[config.mk]
export PLATFORM = sky130hd
export DESIGN_NAME = if_fetch
export DESIGN_NICKNAME = d
export VERILOG_FILES = /design/src/rtl/if_fetch.sv
export SDC_FILE = /design/constraint.sdc
export NUM_CORES = 1
export LEC_CHECK = 0
export CORE_ASPECT_RATIO = 0.6
export CORE_MARGIN = 1
export CORE_UTILIZATION = 59
export CTS_BUF_LIST = sky130_fd_sc_hd__clkbuf_8
export DETAILED_ROUTE_END_ITERATION = 8
export GPL_ROUTABILITY_DRIVEN = 1
export GPL_TIMING_DRIVEN = 0
export PLACE_DENSITY_LB_ADDON = 0.2
export SKIP_LAST_GASP = 1
export SLEW_MARGIN = 20
export SYNTH_ARGS = -nofsm -noshare
export SYNTH_HDL_FRONTEND = slang
export SYNTH_SLANG_ARGS = --single-unit
[constraint.sdc]
create_clock -name clk -period 16 [get_ports clk]
set_input_delay 4.8 -clock clk [delete_from_list [all_inputs] [get_ports clk]]
set_output_delay 4.8 -clock clk [all_outputs]
set_load 0.05 [all_outputs]
[src/rtl/if_fetch.sv]
// Instruction fetch front end: sequential PC issue to a 1-cycle memory, 2-entry
// instruction queue with bypass of the returning word, and redirect flush.
module if_fetch #(
  parameter logic [31:0] RESET_PC = 32'h0000_3000
) (
  input  logic        clk,
  input  logic        rst,
  output logic        im_rd,
  output logic [11:2] im_addr,
  input  logic [31:0] im_dout,
  input  logic        redirect,
  input  logic [31:0] redirect_pc,
  output logic        inst_valid,
  input  logic        inst_ready,
  output logic [31:0] inst,
  output logic [31:0] inst_pc
);

  localparam int unsigned DEPTH = 2;
  localparam int unsigned CNT_W = 2;
  localparam int unsigned OCC_W = 3;

  typedef enum logic {BOOT, RUN} state_t;

  state_t             state_q, state_d;
  logic [31:0]        pc_q;
  logic               inflight_q;
  logic [31:0]        inflight_pc_q;
  logic [31:0]        fifo_inst_q [DEPTH];
  logic [31:0]        fifo_pc_q   [DEPTH];
  logic               rd_ptr_q, wr_ptr_q;
  logic [CNT_W-1:0]   count_q;

  logic               fifo_empty;
  logic               resp_show;
  logic               pop;
  logic               fifo_pop;
  logic               push;
  logic [OCC_W-1:0]   occ;
  logic [31:0]        target_pc;

  assign im_addr   = pc_q[11:2];
  assign target_pc = redirect_pc & 32'hFFFF_FFFC;

  // Next state plus the combinational handshake: queue head, issue and push decisions.
  always_comb begin
    state_d    = state_q;
    fifo_empty = (count_q == CNT_W'(0));
    resp_show  = 1'b0;
    inst_valid = 1'b0;
    inst       = 32'h0;
    inst_pc    = 32'h0;
    pop        = 1'b0;
    fifo_pop   = 1'b0;
    push       = 1'b0;
    im_rd      = 1'b0;
    occ        = OCC_W'(count_q) + OCC_W'(inflight_q);

    case (state_q)
      BOOT:    state_d = RUN;
      default: state_d = RUN;
    endcase

    // A word arriving in a redirect cycle belongs to the old path and is never shown.
    resp_show  = inflight_q && !redirect;
    inst_valid = !rst && (!fifo_empty || resp_show);
    if (inst_valid) begin
      inst    = fifo_empty ? im_dout       : fifo_inst_q[rd_ptr_q];
      inst_pc = fifo_empty ? inflight_pc_q : fifo_pc_q[rd_ptr_q];
    end

    pop      = inst_valid && inst_ready;
    fifo_pop = pop && !fifo_empty;
    push     = !rst && !redirect && inflight_q && !(pop && fifo_empty);
    im_rd    = !rst && (state_q == RUN) && !redirect &&
               (occ < (OCC_W'(2) + OCC_W'(pop)));
  end

  // Control state: FSM, PC, in-flight tag and queue pointers.
  always_ff @(posedge clk) begin
    if (rst) begin
      state_q       <= BOOT;
      pc_q          <= RESET_PC;
      inflight_q    <= 1'b0;
      inflight_pc_q <= 32'h0;
      count_q       <= '0;
      rd_ptr_q      <= 1'b0;
      wr_ptr_q      <= 1'b0;
    end else begin
      state_q    <= state_d;
      inflight_q <= im_rd;
      if (im_rd) inflight_pc_q <= pc_q;
      if (redirect) begin
        pc_q     <= target_pc;
        count_q  <= '0;
        rd_ptr_q <= 1'b0;
        wr_ptr_q <= 1'b0;
      end else begin
        if (im_rd)    pc_q     <= pc_q + 32'd4;
        if (push)     wr_ptr_q <= !wr_ptr_q;
        if (fifo_pop) rd_ptr_q <= !rd_ptr_q;
        count_q <= count_q + CNT_W'(push) - CNT_W'(fifo_pop);
      end
    end
  end

  // Queue storage; contents are only observed while the count says they are live.
  always_ff @(posedge clk) begin
    if (push) begin
      fifo_inst_q[wr_ptr_q] <= im_dout;
      fifo_pc_q[wr_ptr_q]   <= inflight_pc_q;
    end
  end

endmodule
**Word-level counts from Yosys, hierarchy flattened**

Memories as Yosys holds them, arrays and structs flattened. A register that Yosys moved wholly into a read port is not among the register bits.
Index checks and enable logic that the tools add are counted.

- Flip-flop bits (word level): 70
- Bits in writable memories: 128
- Logic and storage cells: 50
- Memories kept: 2

Memory list:

| name | depth | bits a word | rd ports | clocked after memory_dff | write ports | line | text |
|---|---|---|---|---|---|---|---|
| fifo_inst_q | 2 | 32 | 1 | 1 | 1 | 29 | `logic [31:0] fifo_inst_q [DEPTH];` |
| fifo_pc_q | 2 | 32 | 1 | 1 | 1 | 30 | `logic [31:0] fifo_pc_q [DEPTH];` |

- $add $sub $neg: 5
- $lt $le $gt $ge: 1
- Muxes and demuxes: 13
- Reductions and logical operators: 21

Operator list:

| kind | count |
|---|---|
| $mux 32 | 6 |
| $add 32x3->32 const B | 1 |
| $logic_and 1x1->1 | 11 |
| $mux 1 | 7 |
| $logic_not 1->1 | 6 |
| $add 2x1->3 | 1 |
| $add 2x1->3 const A | 1 |
| $lt 3x3->1 | 1 |
| $add 2x1->2 | 1 |
| $logic_not 2->1 | 1 |
| $reduce_bool 2->1 | 1 |
| $reduce_or 2->1 | 1 |
| $sub 2x1->2 | 1 |
| $logic_or 1x1->1 | 1 |

**Longest topological paths before layout**

Gate-level depths: netlist of run 1.

- Depth in word-level cells: 10
- Mapped depth: 11
- Depth with buffers taken out: 10

**Worst setup path after synthesis of run 1**

No wires, ideal clock.

- Kind: input -> output
- Start point: input port rst
- End point: output port inst_pc[22]
- Arrival: 6.722 ns
- Data required time: 11.200 ns
- Slack: 4.478 ns
- Cell stages on the path: 5
- Path through: inv_1 -> clkbuf_1 -> o21ai_1 -> clkbuf_1 -> a211oi_1

- Word-level cells in the longest chain between the ends: 3

Ends and longest elaborated chain:

| item | line | text |
|---|---|---|
| start: declaration | 7 | `input logic rst,` |
| $logic_not 1->1 | 66 | `inst_valid = !rst && (!fifo_empty \|\| resp_show);` |
| $logic_and 1x1->1 | 66 |  |
| $mux 32 | 67 | `if (inst_valid) begin` |
| end: declaration | 16 | `output logic [31:0] inst_pc` |

Every way passes these cells.

**Worst setup path in the final report of run 1**

- Start point: input port rst
- End point: output port inst_pc[15]

The elaborated chain is that of the path after synthesis.

==> results of run 1 <==
==> stage by stage <==
stage,util,power [mW],std cells
5_1_grt,0.764,0.952,1117
3_5_place_dp,0.737,0.622,1086
3_3_place_gp,0.730,0.619,1083
2_1_floorplan,-,0.585,752
6_report,0.764,0.925,1117
4_1_cts,0.764,0.925,1117
==> routing by layer <==
layer  track usage  vias to the layer above  wire length (um)
li1              -                     3130                 -
met1         0.451                     3356             10100
met2         0.485                      353             10100
met3        0.0610                       34              1910
met4        0.0997                        0               311
met5             0                        -                 0
==> synth_stat cells (all sizes together) (8+ instances only) <==
cell	n	area, um^2
nor2	69	259
nand2	103	389
or4	8	60.1
buf	17	114
or3	8	50.1
edfxtp	124	3720
mux2i	62	621
a21oi	44	220
a31oi	17	106
inv	12	45.0
nor3	9	45.0
clkbuf	46	174
nand4	10	81.3
a211oi	63	473
nand3	16	85.1
dfxtp	67	1340
==> layout make-up <==
type	instances	area, um^2
Sequential cell	191	5060
Fill cell	923	3250
Multi-Input combinational cell	486	3050
Timing Repair Buffer	142	1470
Buffer	63	288
Tap cell	192	240
Clock buffer	17	234
Clock inverter	14	150
Inverter	12	45.0
==> registers in the layout, summed over array words and instances, names as in the netlist, named ones only <==
| signal | cells |
|---|---|
| fifo_inst_q | 64 |
| inflight_pc_q | 30 |
| inflight_q | 1 |
| pc_q | 30 |
| wr_ptr_q | 1 |
| fifo_pc_q | 60 |
| state_q | 1 |
| rd_ptr_q | 1 |
| count_q | 2 |
==> worst paths after layout <==
check,startpoint,end,slack [ns]
worst max-delay path,rst,inst_pc[15],2.99
worst min-delay path,inflight_pc_q[15],fifo_pc_q[0][15],0.49
worst max register to register,inflight_q,pc_q[28],12.99
worst min register to register,inflight_pc_q[15],fifo_pc_q[0][15],0.49
==> worst max-delay path, delay by kind of cell <==
family	cells	cell delay, ns
buffers and inverters	5	2.40
AOI/OAI and AO/OA	2	1.01
==> kinds of logic after synthesis <==
kind of cell             Yosys count  synth area share
adder cells (fa/ha/maj)            5           0.00741
other                              1          0.000444
buffers and inverters             75            0.0394
XOR/XNOR                           7           0.00727
AND/OR/NAND/NOR                  247             0.137
AO/OA/AOI/OAI                    160             0.130
flip-flops                       191             0.600
multiplexers                      65            0.0776
==> where the power goes <==
| group | leakage (nW) | switching [mW] | internal, mW |
|---|---|---|---|
| Clock | 0.196 | 0.184 | 0.128 |
| Combinational | 1.38 | 0.0421 | 0.0318 |
| Sequential | 1.74 | 0.0102 | 0.529 |
| Total | 3.31 | 0.236 | 0.689 |
==> results.md, run 1 <==
- Final WL: 22.4 mm
- Worst setup EP type: output pin
- CP Data Required Time: 11.20 ns
- Nets@finish: 986
- Max Clock Skew: 0.0171 ns
- Core Region: 13,800 um^2
- DRC: 0
- Global Route Usage Sum: 0.315
- I/O Pins: 144
- Die Span Y: 94.6 um
- Vias per cell: 6.15
- Yosys warnings: 0
- Via count: 6,873
- Final hold slack: 0.491 ns
- Leakage: 3.31 nW
- RSZ-0062 raised after global routing: false
- Aggregate global routing overflow: 0
- Clock Latency Late Sink: 0.46 ns
- Kind of critical path: in -> out
- Synth unique cells: 53
- Ys async rst share: 0
- Most common cell after layout, fill and taps aside: clkdlybuf4s50_1
- TritonRoute pass-1 iters: 5
- Longest Clk Path Bufs: 2
- Rows: 33
- Die area: 14,800 um^2
- Worst reg2reg path depth: 9
- CTS tree: yes
- Final period util: 0.813
- Worst path cell trace: clkdlybuf4s50_1, inv_1, clkbuf_1, o21ai_1, clkbuf_1, a211oi_1, clkdlybuf4s50_1
- TNS Setup: 0 ns
- CTS buffer count: 17
- Antenna Cells: 0
- Die X: 156 um
- CTS sink count: 191
- Number of port buffers: 139
- CTS Hold Buffers Added: 0
- Design Area, Final: 10,500 um^2
- Max-slew violation count: 0
- Minimum clock period: 13.01 ns
- Fin. Hold Viols: 0
- Post-CTS Setup Repair Bufs: 0
- Post-route antenna net violation count: 0
- Synth Instances: 751
- Worst slew pin tran: 1.07 ns
- #FFs+latches synth: 191
- Critical Path Start Type: input pin
- CP arrival: 8.21 ns
- Number of global-route vias before repair: 6,619
- Pwr per Cell Area: 87.7 nW/um^2
- Initial Util: 0.612
- Ratio of cells with drive above 1 in the final layout: 0.0735
- DR WL/cell: 20.0 um
- Post-DP HPWL: 16.1 mm
- Final Setup Violations: 0
- Outcome: finished, final reports clean
- Syn Area/Cell: 11.2 um^2
- Critical-path maximum fanout: 10
- Commonest non-fill, non-tap cells in the layout: clkdlybuf4s50_1 (139), edfxtp_1 (124), nand2_1 (102)
- Cts repair resizes: 0
- Area Growth Syn to Fin: 24.9%
- Sequential area share after synthesis: 0.600
- Antenna violations before repair: 0
- Synth Cell Area: 8440 um^2
- Setup slack after layout: 2.99 ns
- Max incr delay on CP: 0.90 ns
- F_max: 0.0768 GHz
- Worst path slowest cell: clkdlybuf4s50_1
- CTS root buffer: clkbuf_8
- Gpl congestion: 0.926
- Clk pin slew, worst setup/hold paths: 0.10 ns
- Worst-case vdd ir drop: 64.3 uV
- Pin count of the biggest net entering global routing: 46
- Hold Path Cell Cnt: 0
- Hold Path Class: reg -> reg
- 1st-iter DRT viols: 603
- Max Cap Viol: 0
- Slew headroom: 0.283
- Post-synth EDFFs: 124
- Placement Cell Area: 10,200 um^2
- Worst slack at placement: 3.12 ns
- Prevailing post-synth register cell: edfxtp_1
- H-Tree Depth: 4
- Global-route wire length before repair: 34.8 mm
(Power assumes the default switching activity.)
==> inputs of run 2 (changes only) <==
Settings changed: CORE_UTILIZATION 59 to 50.
Clock period 16 ns to 11.95 ns, I/O delays scaled along.
==> results.md, run 2 (synthesis results as in run 1) <==
- Outcome: finished, final reports clean (unchanged)
- Nets@finish: 986 (unchanged)
- Aggregate global routing overflow: 0 (unchanged)
- Clock Latency Late Sink: 0.46 ns (about the same)
- Combinational power share: 0.076 (was 0.080)
- Minimum clock period: 10.39 ns
- CTS root buffer: clkbuf_8 (unchanged)
- CTS Hold Buffers Added: 0 (unchanged)
- Slew headroom: 0.334 (was 0.283)
- Area Growth Syn to Fin: 26.0% (was 24.9%)
- Rows: 36 (was 33)
- Global Route Usage Sum: 0.238 (was 0.315)
- 1st-iter DRT viols: 528 (was 603)
- Clk pin slew, worst setup/hold paths: 0.12 ns (was 0.10 ns)
- Worst path slowest cell: clkdlybuf4s50_1 (unchanged)
- Global-route wire length before repair: 31.6 mm (was 34.8 mm)
- Most common cell after layout, fill and taps aside: clkdlybuf4s50_1 (unchanged)
- Worst-case vdd ir drop: 66.8 uV (was 64.3 uV)
- Vias per cell: 5.65 (was 6.15)
- TritonRoute pass-1 iters: 5 (unchanged)
- Worst slew pin tran: 0.992 ns (was 1.07 ns)
- Gpl congestion: 0.895 (was 0.926)
- Die X: 170 um (was 156 um)
- Worst setup EP type: output pin (unchanged)
- Cell-internal power: 0.949 mW (was 0.689 mW)
- F_max: 0.0962 GHz
- Critical-path maximum fanout: 10 (unchanged)
- Antenna violations before repair: 0 (unchanged)
- Longest Clk Path Bufs: 2 (unchanged)
- Core Region: 16,400 um^2 (was 13,800 um^2)
- Tot Pwr: 1.27 mW (was 0.925 mW)
- Fin. Hold Viols: 0 (unchanged)
- Post-route antenna net violation count: 0 (unchanged)
- Proportion of power drawn by flip-flops and latches: 0.569 (was 0.583)
- Final WL: 20.4 mm (was 22.4 mm)
- Number of global-route vias before repair: 5,985 (was 6,619)
- Clk pwr share: 0.355 (was 0.337)
- Post-Place Cells: 1,122 (was 1,086)
- Largest register FFs: 64 (unchanged)
- CTS buffer count: 17 (unchanged)
- Hold Path Class: reg -> reg (unchanged)
- Commonest non-fill, non-tap cells in the layout: clkdlybuf4s50_1 (139), edfxtp_1 (124), nand2_1 (102) (unchanged)
- Crit path buffers/inverters: 5 (unchanged)
- Number of port buffers: 139 (unchanged)
- Pin count of the biggest net entering global routing: 35 (was 46)
- TNS Setup: 0 ns (unchanged)
- I/O Pins: 144 (unchanged)
- Leakage: 3.33 nW (was 3.31 nW)
- Worst path cell trace: clkdlybuf4s50_1, inv_1, clkbuf_1, o21ai_1, clkbuf_1, a211oi_1, clkdlybuf4s50_1 (unchanged)
- Final core occ: 0.650 (was 0.764)
- Largest regs: fifo_inst_q (64), fifo_pc_q (60) (unchanged)
- CTS tree: yes (unchanged)
- Die area: 17,400 um^2 (was 14,800 um^2)
- Final period util: 0.869
- Initial Util: 0.516 (was 0.612)
- Largest Register: fifo_inst_q (unchanged)
- Max Cap Viol: 0 (unchanged)
- Post-CTS Setup Repair Bufs: 0 (unchanged)
- Ratio of cells with drive above 1 in the final layout: 0.0767 (was 0.0735)
- RSZ-0062 raised after global routing: false (unchanged)
- Pwr per Cell Area: 119 nW/um^2 (was 87.7 nW/um^2)
- Post-DP HPWL: 14.4 mm (was 16.1 mm)
- H-Tree Depth: 4 (unchanged)
- Critical Path Start Type: input pin (unchanged)
- Sw Pwr: 0.317 mW (was 0.236 mW)
- Kind of critical path: in -> out (unchanged)
- Cts repair resizes: 0 (unchanged)
- CTS sink count: 191 (unchanged)
- Via count: 6,520 (was 6,873)
- CP top delay family: buffers and inverters (unchanged)
- Max incr delay on CP: 0.88 ns (was 0.90 ns)
- Switching Fraction: 0.250 (was 0.255)
- Placement Cell Area: 10,200 um^2 (about the same)
- Antenna Cells: 0 (unchanged)
- DRC: 0 (unchanged)
- CP Data Required Time: 8.37 ns (was 11.20 ns)
- CP arrival: 6.81 ns (was 8.21 ns)
- Max-slew violation count: 0 (unchanged)
- Post-Layout Cell Count: 1,154 (was 1,117)
- Final Setup Violations: 0 (unchanged)
- Design Area, Final: 10,600 um^2 (was 10,500 um^2)
- Die Span Y: 103 um (was 94.6 um)
- DR WL/cell: 17.7 um (was 20.0 um)
- Max Clock Skew: 0.0233 ns (was 0.0171 ns)
-- run 2: final timing paths --
check                     end       start  slack [ns]  cells past startpoint
hold reg to reg      pc_q[28]    pc_q[28]        0.49                      2
setup reg to reg      pc_q[6]  inflight_q        9.03                      8
setup / recovery  inst_pc[21]         rst        1.56                      7
hold / removal       pc_q[28]    pc_q[28]        0.49                      2
-- run 2: power by group through the flow --
| stage | sequential [mW] | combinational (mW) | clock (mW) |
|---|---|---|---|
| 2_1_floorplan | 0.731 | 0.0513 | 0 |
| 3_3_place_gp | 0.735 | 0.0940 | 0 |
| 3_5_place_dp | 0.735 | 0.0953 | 0 |
| 4_1_cts | 0.720 | 0.0959 | 0.454 |
| 5_1_grt | 0.722 | 0.104 | 0.480 |
| 6_report | 0.721 | 0.0963 | 0.449 |
-- run 2: layout make-up --
| cell class | instances | area (um^2) |
|---|---|---|
| clock buffers | 17 | 234 |
| fillers | 1316 | 5720 |
| well taps | 228 | 285 |
| inverters | 12 | 45.0 |
| clock inverters | 15 | 201 |
| flip-flops and latches | 191 | 5060 |
| repair buffers | 142 | 1460 |
| multi-input cells | 486 | 3060 |
| plain buffers | 63 | 288 |
-- run 2: worst reg2reg max path, stage by stage (launching register included) --
cell and delay, ns:
dfxtp_1 0.45, ha_1 0.30, o41ai_4 0.64, nand2_2 0.21
clkbuf_1 0.33, inv_2 0.28, buf_2 0.32, a22oi_1 0.11
a31oi_1 0.19
-- run 2: stage by stage --
step,setup WS [ns],hold WS (ns)
after floorplan,2.86,0.437
after global placement,1.62,0.462
after detailed placement,1.62,0.471
after CTS,1.61,0.492
after global routing,1.36,0.494
final,1.56,0.490
-- run 2: layer usage --
layer,up-vias,GRT usage,share of wire,wire length (um)
met1,3152,0.359,0.50,10200
met3,9,0.0557,0.069,1410
met2,254,0.349,0.42,8680
li1,3105,-,-,-
met5,-,0,0,0
met4,0,0.0527,0.0062,127
==> inputs of run 3 (changes only) <==
Settings changed: CAP_MARGIN set to 0.
==> results of run 3 <==
The final DEF is identical to that of run 2; final timing and power are the same.
